## src/rtl/button_debounce.sv

```systemverilog
// Debounces a raw asynchronous button level: two-flop synchronizer, then a
// stability-qualifying FSM. Optional release pulse: define DEBOUNCE_RELEASE_PULSE_EN.
module button_debounce #(
  parameter int CNT_W      = 16,
  parameter int STABLE_CNT = 50000
) (
  input  logic i_clk,
  input  logic i_rst,
  input  logic i_btn_in,
  output logic o_sig_out,
  output logic o_busy,
  output logic o_rel_pulse
);

  typedef enum logic [1:0] {
    IDLE_LOW,
    WAIT_HIGH,
    IDLE_HIGH,
    WAIT_LOW
  } state_t;

  localparam logic [CNT_W-1:0] CNT_LAST = CNT_W'(STABLE_CNT - 1);
  localparam logic [CNT_W-1:0] CNT_ONE  = CNT_W'(1);

  logic             r_sync0;
  logic             r_sync1;
  state_t           r_state;
  logic [CNT_W-1:0] r_cnt;
  logic             r_sigOut;
  logic             r_busy;

  state_t           w_nextState;
  logic [CNT_W-1:0] w_nextCnt;
  logic             w_nextSigOut;
  logic             w_nextBusy;

  // Only r_sync1 is allowed to feed the FSM; i_btn_in is metastability-prone.
  always_ff @(posedge i_clk) begin
    if (i_rst) begin
      r_sync0 <= 1'b0;
      r_sync1 <= 1'b0;
    end else begin
      r_sync0 <= i_btn_in;
      r_sync1 <= r_sync0;
    end
  end

  always_ff @(posedge i_clk) begin
    if (i_rst) begin
      r_state  <= IDLE_LOW;
      r_cnt    <= '0;
      r_sigOut <= 1'b0;
      r_busy   <= 1'b0;
    end else begin
      r_state  <= w_nextState;
      r_cnt    <= w_nextCnt;
      r_sigOut <= w_nextSigOut;
      r_busy   <= w_nextBusy;
    end
  end

  // Any reversion to the committed level drops the count back to zero.
  always_comb begin
    w_nextState = r_state;
    w_nextCnt   = '0;
    case (r_state)
      IDLE_LOW: begin
        if (r_sync1) begin
          w_nextState = WAIT_HIGH;
          w_nextCnt   = CNT_ONE;
        end
      end
      WAIT_HIGH: begin
        if (!r_sync1) begin
          w_nextState = IDLE_LOW;
        end else if (r_cnt == CNT_LAST) begin
          w_nextState = IDLE_HIGH;
        end else begin
          w_nextCnt = r_cnt + CNT_ONE;
        end
      end
      IDLE_HIGH: begin
        if (!r_sync1) begin
          w_nextState = WAIT_LOW;
          w_nextCnt   = CNT_ONE;
        end
      end
      WAIT_LOW: begin
        if (r_sync1) begin
          w_nextState = IDLE_HIGH;
        end else if (r_cnt == CNT_LAST) begin
          w_nextState = IDLE_LOW;
        end else begin
          w_nextCnt = r_cnt + CNT_ONE;
        end
      end
      default: begin
        w_nextState = IDLE_LOW;
      end
    endcase
    w_nextSigOut = (w_nextState == IDLE_HIGH) || (w_nextState == WAIT_LOW);
    w_nextBusy   = (w_nextState == WAIT_HIGH) || (w_nextState == WAIT_LOW);
  end

  assign o_sig_out = r_sigOut;
  assign o_busy    = r_busy;

`ifdef DEBOUNCE_RELEASE_PULSE_EN
  logic r_relPulse;
  logic w_commitLow;

  // Registered alongside r_sigOut so the pulse lines up with its falling edge.
  assign w_commitLow = (r_state == WAIT_LOW) && !r_sync1 && (r_cnt == CNT_LAST);

  always_ff @(posedge i_clk) begin
    if (i_rst) begin
      r_relPulse <= 1'b0;
    end else begin
      r_relPulse <= w_commitLow;
    end
  end

  assign o_rel_pulse = r_relPulse;
`else
  assign o_rel_pulse = 1'b0;
`endif

endmodule

```

## config.mk

```make
export PLATFORM = sky130hd
export DESIGN_NAME = button_debounce
export DESIGN_NICKNAME = d
export VERILOG_FILES = /design/src/rtl/button_debounce.sv
export SDC_FILE = /design/constraint.sdc
export NUM_CORES = 1
export LEC_CHECK = 0
export CAP_MARGIN = 10
export CELL_PAD_IN_SITES_DETAIL_PLACEMENT = 0
export CELL_PAD_IN_SITES_GLOBAL_PLACEMENT = 1
export CORE_UTILIZATION = 42
export DETAILED_ROUTE_END_ITERATION = 10
export GPL_TIMING_DRIVEN = 1
export HOLD_SLACK_MARGIN = 0.1
export PLACE_DENSITY = 0.72
export SYNTH_ARGS = -nofsm -noshare
export SYNTH_HDL_FRONTEND = slang
export SYNTH_SLANG_ARGS = --single-unit
```

## constraint.sdc

```tcl
create_clock -name i_clk -period 2.4 [get_ports i_clk]
set_input_delay 0.36 -clock i_clk [delete_from_list [all_inputs] [get_ports i_clk]]
set_output_delay 0.36 -clock i_clk [all_outputs]
set_load 0.02 [all_outputs]
```

# Word level (Yosys, flattened, before mapping)
# Cells that the tools add are included.
# word_totals
n_memories	0
latchBits	0
reg_bits	22
output_inout_bits	3
ramBits	0
wordCells	30
rom_bits	0
# classes
shifts	0
div_mod_pow	0
bitwise	0
mux	13
n_reduce_logical	3
n_mul	0
addsub	1
order_cmp	0
eq_ne	7
# ops
cell	n
one-hot mux 16 bit (4 select lines)	1
two-way mux 16 bit	3
adder 16 x 1 -> 16 bit, second input constant	1
equality test 16 bit, second input constant	1
two-way mux 2 bit	6
equality test 2 bit, second input constant	4
one-hot mux 2 bit (4 select lines)	1
equality test 2 x 1 -> 1 bit, second input constant	2
zero test 2 bit	1
logical OR 1 bit	2
two-way mux 1 bit	2

# Depth between registers and ports, before layout
# depth
ltp_word	6
depth_mapped	6
mapped_depth_nobuf	5

# Worst setup path before layout
# Ideal clock, no wire load.
# synth_timing
path_type	flip-flop to flip-flop
start	reg r_cnt[4]
end	reg r_cnt[10]
setup_slack_ns	0.481
synth_period_minus_slack_ns	1.919
stages_incl_launch_ff	6
arrival_time_ns	1.802
path_cell_list	dfxtp_1 or4b_1 or4_4 nand3_1 buf_2 nor2_1
# synth_between
elab_chain_cells	4
# synth_rtl
item	line_no	rtl
start: declaration	28	logic [CNT_W-1:0] r_cnt;
start signal: assignment	56	r_cnt <= w_nextCnt;
adder 16 x 1 -> 16 bit or equality test 16 bit (tied branches)	-	
two-way mux 16 bit *	76, 91	
two-way mux 16 bit (on tied branches)	89, 74	
one-hot mux 16 bit (4 select lines) *	66	case (r_state)
# Every way passes the cells marked *; elsewhere a longest branch is shown, timed or not.
# A chain may end at the register's enable or synchronous reset.

# Worst setup path in the final report
# layout_timing
start	reg r_cnt[4]
end	reg r_state[1]
# layout_between
elab_chain_cells	4
# layout_rtl
item	line_no	rtl
equality test 16 bit *	76, 91	
two-way mux 2 bit (on tied branches)	91, 76	
two-way mux 2 bit (on tied branches)	89, 74	
one-hot mux 2 bit (4 select lines) *	66	
end signal: assignment	55	r_state <= w_nextState;
end: declaration	27	state_t r_state;
# Marked as above.

==> qor.txt <==
TritonCTS Buffers = 3
Final Slew Violations = 0
Synth warnings = 0
Utilization after layout = 50.0%
Worst path max stage delay = 540 ps
Postcts setup bufs = 0
Placer's final routability congestion estimate = 0.777
FILL cells = 223
Sequential share of power = 65.5%
Initial antenna violation count = 0
DIE WIDTH = 47.6 um
CP Class = reg2reg
Power Dens Cells = 549 nW/um^2
CP Max Fanout = 6
Initial core utilization = 44.6%
Final Power = 539 uW
CTS root buf = clkbuf_4
Startpoint types = flop
Routed vias/inst = 4.96
Grt ovf = 0
Sequential area share after synthesis = 48.1%
# resized after CTS = 0
Crit share post-route = 83.2%
NetSw = 119 uW
CTS Sinks = 21
Worst EP arrival = 2240 ps
Hold Buf Count CTS = 0
WP data required = 2650 ps
Placed cells = 127
Multi-input logic area = 423 um^2
Flops & latches, synth = 21
Max clock buf depth = 2
Site Rows = 16
H-tree Lvls = 1
Status = finished clean
Post-DRT Antenna Nets = 0
Top cell type by total area after synthesis = dfxtp_1
Sum of negative setup slack = 0 ps
Fin. Hold Viols = 0
Post-synthesis area per instance = 9.11 um^2
DRC errors left = 0
RSZ-0062 raised after global routing = no
Area Overhead vs Synth = 12.2%
Routed len/inst = 11.7 um
Register area = 420 um^2
CTS tree = done
Via count = 650
CP max stage cell = or4_4
# nets final = 109
Drt first pass iters = 4
Final setup viols = 0
Peak VDD IR = 0.389 mV
Routed Wire Length = 1.53 mm
GRT Util Overall = 17.1%
Lkg Pwr = 0.000276 uW
Netlist area before placement = 875 um^2
Diodes inserted = 0
Number of max-cap violations = 0
Cell count after synthesis = 96
Switching part of the total = 22.0%
Io pins = 6
Clock Skew = 3.51 ps
Comb pwr share = 2.0%
Full die area = 2270 um^2
Port bufs = 4
First-pass GRT wire length = 2.56 mm
Tmin final = 2000 ps
Cell area after layout = 981 um^2
Largest net degree at the start of global routing = 16
Syn_nets = 100
Cells along the critical path = or4b_1 -> or4_4 -> or3_1 -> a21oi_1
Hold Crit Depth = 1
Clk network pwr share = 32.5%
Post-Place Cell Area = 951 um^2
Peak Freq = 0.501 GHz
Layout cell share with drive strength beyond 1 = 7.69%
Crit path capture type = flop
Initial drt markers = 9
Die Ht = 47.6 um
Synth area leaders = dfxtp_1 (48%), xnor2_1 (11%), nor2_1 (7.7%), xor2_1 (4.0%), nor4_1 (3.6%)
Cell variety after synth = 25
Core Area = 1960 um^2
R2R depth = 4
Internal power = 420 uW
Hold/Removal Path Class = reg2reg
Clock input transition at the sequential cells of the worst setup and hold paths = 120 ps
Vias in the first global route = 569
Yosys top cell area share = 48.1%
HPWL after DPL = 1.08 mm
Layout Cells excl Fill = 131
Worst-skew pair later-pin latency = 310 ps
==> state kept, by name, indices dropped and copies added, names as in the netlist <==
signal and flops:
r_sync0 1, r_cnt 16, r_sync1 1, r_state 1
o_sig_out 1, o_busy 1
==> final cells by class <==
cell class              count  area share, %
clock buffers               3           2.30
clock inverters             1          0.765
inverters                   5           1.91
multi-input cells          68           43.1
flip-flops and latches     21           42.9
well taps                  27           3.44
repair buffers              6           5.61
==> power by group through the flow <==
stage          combinational, uW  clock, uW  sequential, uW
2_1_floorplan               6.02          0             361
6_report                    10.8        175             353
3_3_place_gp                10.7          0             360
3_5_place_dp                11.0          0             360
4_1_cts                     10.9        186             353
5_1_grt                     12.2        200             353
==> synthesized netlist by cell type, drive strengths merged <==
cell	number
or4	1
a21oi	2
conb	1
nor2	18
inv	5
nand2	4
nand4b	1
o21ai	1
nor3	2
buf	2
o21a	1
nand3	5
nor4	5
xnor2	11
or3	1
ha	1
dfxtp	21
and4	1
or4b	2
nand4	4
xor2	4
nor2b	2
a21boi	1
==> stage by stage <==
| stage | hold WS (ps) | worst slack, ps |
|---|---|---|
| 5_1_grt | 494 | 310 |
| 6_report | 458 | 403 |
| 3_3_place_gp | 416 | 469 |
| 4_1_cts | 473 | 377 |
| 2_1_floorplan | 414 | 481 |
| 3_5_place_dp | 431 | 434 |
==> worst max-delay path, delay by kind of cell (launching register included) <==
kind,cells,cell delay [ps]
simple gates,3,1410
compound gates,1,150
flops,1,370
==> cells in the final DEF, fill, tap and decap left out, drive strengths merged <==
cell and count:
clkdlybuf4s50 4, o21a 1, nand3 5, nor3 2, conb 1, or4b 2, a21boi 1, nand2 4
or3 1, or4 1, inv 5, ha 1, nor2b 2, buf 2, a21oi 2, clkinvlp 1
xnor2 11, nand4b 1, nor4 5, and4 1, clkbuf 3, xor2 4, nand4 4, nor2 18
o21ai 1, dfxtp 21
==> cells by family after synthesis <==
group | after synthesis | synth area share (%)
and+or+nand+nor | 46 | 28.0
DFF | 21 | 48.1
xor gates and xnor gates | 15 | 15.0
buffers and inverters | 7 | 3.58
AOI/OAI and AO/OA | 5 | 3.43
adders and majority gates | 1 | 1.43
other | 1 | 0.429
==> worst paths after layout <==
kind / start / end / slack, ps
max: r_cnt[4] / r_state[1] / 400
min reg2reg: r_sync0 / r_sync1 / 460
min: r_sync0 / r_sync1 / 460
max reg2reg: r_cnt[4] / r_state[1] / 400
==> layer usage <==
metal | global-route usage [%] | part of all wire (%) | vias to the layer above
li1 | - | - | 338
met1 | 23.2 | 53 | 303
met2 | 24.4 | 42 | 7
met3 | 7.92 | 3.8 | 2
met4 | 5.00 | 0.85 | 0
met5 | 0 | 0 | -
Power figures use the tool's default switching activity.
